**src/rtl/load_ext_pipe.sv**
```systemverilog
// Two-stage load-data / immediate extender: stage A aligns by byte offset, stage B extends.
// Define LOAD_EXT_HIMM_EN to turn mode 11 into a high-immediate (generalised lui); otherwise it is reserved.
module load_ext_pipe #(
  parameter int DATA_W = 32,
  localparam int OFF_W = $clog2(DATA_W / 8)
) (
  input  logic              clk,
  input  logic              reset,
  input  logic              flush,
  input  logic              in_valid,
  output logic              in_ready,
  input  logic [DATA_W-1:0] in_data,
  input  logic [OFF_W-1:0]  in_off,
  input  logic [1:0]        in_mode,
  input  logic              in_sign,
  output logic              out_valid,
  input  logic              out_ready,
  output logic [DATA_W-1:0] out_data,
  output logic              out_err
);

  typedef enum logic [1:0] {M_BYTE = 2'b00, M_HALF = 2'b01, M_WORD = 2'b10, M_HIMM = 2'b11} mode_e;

  logic              a_v_q, a_v_d;
  logic [DATA_W-1:0] a_shift_q, a_shift_d;
  mode_e             a_mode_q, a_mode_d;
  logic              a_sign_q, a_sign_d;
  logic              a_err_q, a_err_d;
  logic              b_v_q, b_v_d;
  logic [DATA_W-1:0] b_data_q, b_data_d;
  logic              b_err_q, b_err_d;

  logic              a_adv;
  logic              accept;
  logic [DATA_W-1:0] shifted;
  logic              err_in;
  logic [DATA_W-1:0] ext;

  assign a_adv    = !b_v_q || out_ready;
  assign in_ready = !reset && !flush && (!a_v_q || a_adv);
  assign accept   = in_valid && in_ready;
  assign shifted  = in_data >> {in_off, 3'b000};

  always_comb begin
    err_in = 1'b0;
    case (mode_e'(in_mode))
      M_BYTE:  err_in = 1'b0;
      M_HALF:  err_in = in_off[0];
      M_WORD:  err_in = (in_off != '0);
`ifdef LOAD_EXT_HIMM_EN
      M_HIMM:  err_in = 1'b0;
`else
      M_HIMM:  err_in = 1'b1;
`endif
      default: err_in = 1'b1;
    endcase
  end

  always_comb begin
    ext = '0;
    case (a_mode_q)
      M_BYTE:  ext = {{(DATA_W-8){a_sign_q & a_shift_q[7]}}, a_shift_q[7:0]};
      M_HALF:  ext = {{(DATA_W-16){a_sign_q & a_shift_q[15]}}, a_shift_q[15:0]};
      M_WORD:  ext = a_shift_q;
`ifdef LOAD_EXT_HIMM_EN
      M_HIMM:  ext = {a_shift_q[15:0], {(DATA_W-16){1'b0}}};
`else
      M_HIMM:  ext = '0;
`endif
      default: ext = '0;
    endcase
    if (a_err_q) ext = '0;
  end

  always_comb begin
    a_v_d     = a_v_q;
    a_shift_d = a_shift_q;
    a_mode_d  = a_mode_q;
    a_sign_d  = a_sign_q;
    a_err_d   = a_err_q;
    b_v_d     = b_v_q;
    b_data_d  = b_data_q;
    b_err_d   = b_err_q;
    if (flush) begin
      a_v_d = 1'b0;
      b_v_d = 1'b0;
    end else begin
      if (a_adv) begin
        b_v_d = a_v_q;
        if (a_v_q) begin
          b_data_d = ext;
          b_err_d  = a_err_q;
        end
      end
      if (accept) begin
        a_v_d     = 1'b1;
`ifdef LOAD_EXT_HIMM_EN
        // High-immediate takes the unshifted low half, so keep the raw word.
        a_shift_d = (mode_e'(in_mode) == M_HIMM) ? in_data : shifted;
`else
        a_shift_d = shifted;
`endif
        a_mode_d  = mode_e'(in_mode);
        a_sign_d  = in_sign;
        a_err_d   = err_in;
      end else if (a_adv) begin
        a_v_d = 1'b0;
      end
    end
  end

  always_ff @(posedge clk) begin
    if (reset) begin
      a_v_q     <= 1'b0;
      a_shift_q <= '0;
      a_mode_q  <= M_BYTE;
      a_sign_q  <= 1'b0;
      a_err_q   <= 1'b0;
      b_v_q     <= 1'b0;
      b_data_q  <= '0;
      b_err_q   <= 1'b0;
    end else begin
      a_v_q     <= a_v_d;
      a_shift_q <= a_shift_d;
      a_mode_q  <= a_mode_d;
      a_sign_q  <= a_sign_d;
      a_err_q   <= a_err_d;
      b_v_q     <= b_v_d;
      b_data_q  <= b_data_d;
      b_err_q   <= b_err_d;
    end
  end

  assign out_valid = b_v_q;
  assign out_data  = b_data_q;
  assign out_err   = b_err_q;

endmodule

```
**config.mk**
```make
export PLATFORM = sky130hd
export DESIGN_NAME = load_ext_pipe
export DESIGN_NICKNAME = d
export VERILOG_FILES = /design/src/rtl/load_ext_pipe.sv
export SDC_FILE = /design/constraint.sdc
export NUM_CORES = 1
export LEC_CHECK = 0
export BUFFER_PORTS_ARGS = -buffer_cell sky130_fd_sc_hd__clkbuf_2
export CAP_MARGIN = 10
export CORE_MARGIN = 2
export CORE_UTILIZATION = 48
export CTS_CLUSTER_SIZE = 28
export DETAILED_ROUTE_END_ITERATION = 10
export PLACE_DENSITY = 0.76
export REMOVE_ABC_BUFFERS = 1
export SLEW_MARGIN = 20
export SYNTH_ARGS = -nofsm -noshare
export SYNTH_HDL_FRONTEND = slang
export SYNTH_SLANG_ARGS = --single-unit
```
**constraint.sdc**
```tcl
create_clock -name clk -period 1.35 [get_ports clk]
set_input_delay 0.135 -clock clk [delete_from_list [all_inputs] [get_ports clk]]
set_output_delay 0.135 -clock clk [all_outputs]
set_load 0.02 [all_outputs]
```
==> run metrics <==
top library cells by usage in the layout, fill and taps aside=sky130_fd_sc_hd__clkbuf_2, sky130_fd_sc_hd__dfxtp_1, sky130_fd_sc_hd__nand2_1, sky130_fd_sc_hd__a21oi_1, sky130_fd_sc_hd__a21oi_2; Slew Limit Headroom=between 60% and 70%; TritonCTS clock tree=yes; maximum operating frequency=0.661 GHz; EDFF count, synth=0; count of inserted antenna diode cells=0; Layout area overhead=41.8%; H-tree levels=3; initial antenna violation count=0; most used flip-flop cell after synthesis=sky130_fd_sc_hd__dfxtp_1; total number of nets in the final design=between 500 and 600; number of DRC violations after detailed routing=0; final weighted congestion in routability-driven placement=approximately 0.85; final setup violation count=65; flop and latch count out of synthesis=71; via count of the first global-routing pass=between 2000 and 3000; core area=between 6000 and 7000 um2; Pwr per Cell Area=~940 nW/um2; post-detailed-route via-to-cell ratio=around 5.6; clock insertion delay at the later pin of the skew report=around 0.34 ns; count of vias placed by the detailed router=around 3200; starting density of the core=roughly half; final critical path time including I/O delays and setup=1.51 ns; Slew Viols, Final=0; Worst setup SP type=register; half-perimeter wire length of the detailed placement result=between 5 and 6 mm; Pre-antenna DRT Iters=4; warning count from the yosys run=0; CTS max path bufs=2; Fillers=500; max capacitance violation total=0; crit end category=register; area used by multi-input combinational logic=about 1800 um2; routed length per instance=roughly 16 um; leading cell type in the layout, fill and taps excluded=sky130_fd_sc_hd__clkbuf_2; number of endpoints with negative hold slack in the final report=0; starting DRC count in detailed routing=190; total gr overflow=0; Die Y-Extent=between 80 and 90 um; worst clock skew on the final layout=approximately 0.0053 ns; highest net fanout along the worst path=23; critical path required time=1.62 ns; total power after layout=between 4 and 5 mW; top-level port count=between 70 and 80; area post-placement=about 3800 um2; crit share post-route=112%; input/output buffers=76; distinct cell type count after synthesis=28; worst hold-check path type=primary input to register; floorplan row count=29; Die Span X=around 86 um; total non-filler cell area in the finished layout=approximately 4500 um2; fraction of layout instances using a drive strength above 1=between 40% and 50%; area of the die=7320 um2; clock slew seen by the registers of the worst setup and hold paths=approximately 0.07 ns; Place WS=-0.162 ns; DRT antenna net count=0; Inserted Clock Buffers=9; GRT Overall Usage=roughly 23%; Total Routed Length=just over 9 mm; Synth Cell Area=between 3000 and 4000 um2; maximum ir drop on the vdd rail=713 uV; unrepaired setup endpoints after global routing=true; actual slew at the worst max-slew pin=0.467 ns; Final TNS setup=-4.57 ns; run status=finished with violations; Seq. cell area=1420 um2; largest net degree at the start of global routing=53; worst setup path category=register to register; per-instance average area after synthesis=~8.3 um2; clock tree sinks=around 70; Seq/Total Area, Yosys=44.5%; post-layout utilization of the core=between 70 and 80%; worst-case setup margin in the final layout=-0.162 ns; share of synthesized flip-flops with an asynchronous set or reset=0%; first-pass GRT wire length=between 10 and 15 mm; clock tree root driver cell=sky130_fd_sc_hd__clkbuf_8; leakage power=roughly 1.7 nW; hold_buf cts=0; failing checks=negative setup slack; synthesized netlist cell count=a little under 400; worst path arrival time=around 1.8 ns
==> flip-flops by register name (all words and copies together), names as in the netlist <==
signal and flops:
a_shift_q 32, out_data 32, a_mode_q 2, a_err_q 1
a_sign_q 1, a_v_q 1, out_err 1, out_valid 1
==> cell usage after synthesis (2+ instances only) <==
library cell / count / area, um2
sky130_fd_sc_hd__clkbuf_1: 16 / 60.1
sky130_fd_sc_hd__buf_6: 2 / 22.5
sky130_fd_sc_hd__o21ai_0: 8 / 40.0
sky130_fd_sc_hd__a22oi_1: 8 / 60.1
sky130_fd_sc_hd__nor2_1: 28 / 105
sky130_fd_sc_hd__a21oi_1: 55 / 275
sky130_fd_sc_hd__mux2_2: 8 / 90.1
sky130_fd_sc_hd__a211o_1: 17 / 149
sky130_fd_sc_hd__mux2i_1: 16 / 160
sky130_fd_sc_hd__nand3_1: 8 / 40.0
sky130_fd_sc_hd__dfxtp_1: 71 / 1420
sky130_fd_sc_hd__nor3_1: 10 / 50.1
sky130_fd_sc_hd__or3_1: 9 / 56.3
sky130_fd_sc_hd__nand2_1: 65 / 244
sky130_fd_sc_hd__buf_2: 14 / 70.1
sky130_fd_sc_hd__o211ai_1: 16 / 120
sky130_fd_sc_hd__inv_1: 16 / 60.1
sky130_fd_sc_hd__nand3b_1: 10 / 75.1
==> logic make-up (layout without fill, tap and decap cells) <==
family	after synthesis	count (layout)	synth area share [%]
simple gates	137	137	20.1
buf+inv	48	154	6.66
flops	71	71	44.5
compound gates	107	107	20.9
mux	24	24	7.83
==> routing by layer <==
| metal | routed length [um] | part of all wire, % | global-route usage (%) |
|---|---|---|---|
| met3 | 670 | 7.2 | 4.91 |
| met4 | 243 | 2.6 | 9.09 |
| met2 | 4410 | 47 | 34.9 |
| met5 | 0 | 0 | 0 |
| met1 | 3990 | 43 | 31.6 |
==> worst max-delay path, stage by stage (launching register included) <==
cell                      delay [ns]
sky130_fd_sc_hd__dfxtp_2        0.33
sky130_fd_sc_hd__nor2b_4        0.12
sky130_fd_sc_hd__or3b_4         0.40
sky130_fd_sc_hd__buf_12         0.17
sky130_fd_sc_hd__a211o_1        0.27
sky130_fd_sc_hd__a21oi_1        0.14
==> final timing paths <==
kind / startpoint / end / slack [ns] / depth (start not counted)
setup / recovery: out_valid$_SDFFE_PP0P_ / out_data[21]$_SDFFE_PP0P_ / -0.16 / 5
hold / removal: in_sign / a_sign_q$_SDFFE_PP0P_ / 0.04 / 3
setup reg to reg: out_valid$_SDFFE_PP0P_ / out_data[21]$_SDFFE_PP0P_ / -0.16 / 5
hold reg to reg: a_shift_q[29]$_SDFFE_PP0P_ / a_shift_q[29]$_SDFFE_PP0P_ / 0.45 / 2
==> cell type report <==
class | count | share of cell area [%]
inverter | 16 | 1.33
clock inverter | 4 | 0.497
multi-input combinational | 268 | 40.5
sequential | 71 | 31.4
timing repair buffer | 123 | 21.0
tap | 77 | 2.13
clock buffer | 11 | 3.12
==> report_power, final <==
part | switching, mW | leakage [nW] | internal [mW]
registers | 0.0305 | 0.575 | 2.14
clock network | 0.762 | 0.0850 | 0.697
logic | 0.339 | 1.08 | 0.282
total | 1.13 | 1.74 | 3.12
==> timing repair <==
| item | in CTS | in global routing |
|---|---|---|
| setup buffers | 2 | 4 |
| pin swaps | 6 | 28 |
| cloned | 1 | 5 |
| resized for setup | 14 | 85 |
| endpoints found under the setup margin | 47 | 68 |
==> per-stage QoR <==
step,std cells,hold slack (ns)
finish,570,0.0441
detailed placement,543,0.368
global placement,543,0.361
global route,570,0.0563
floorplan,355,0.204
CTS,561,0.00377
Note: power is estimated with default switching activity, not from simulation.
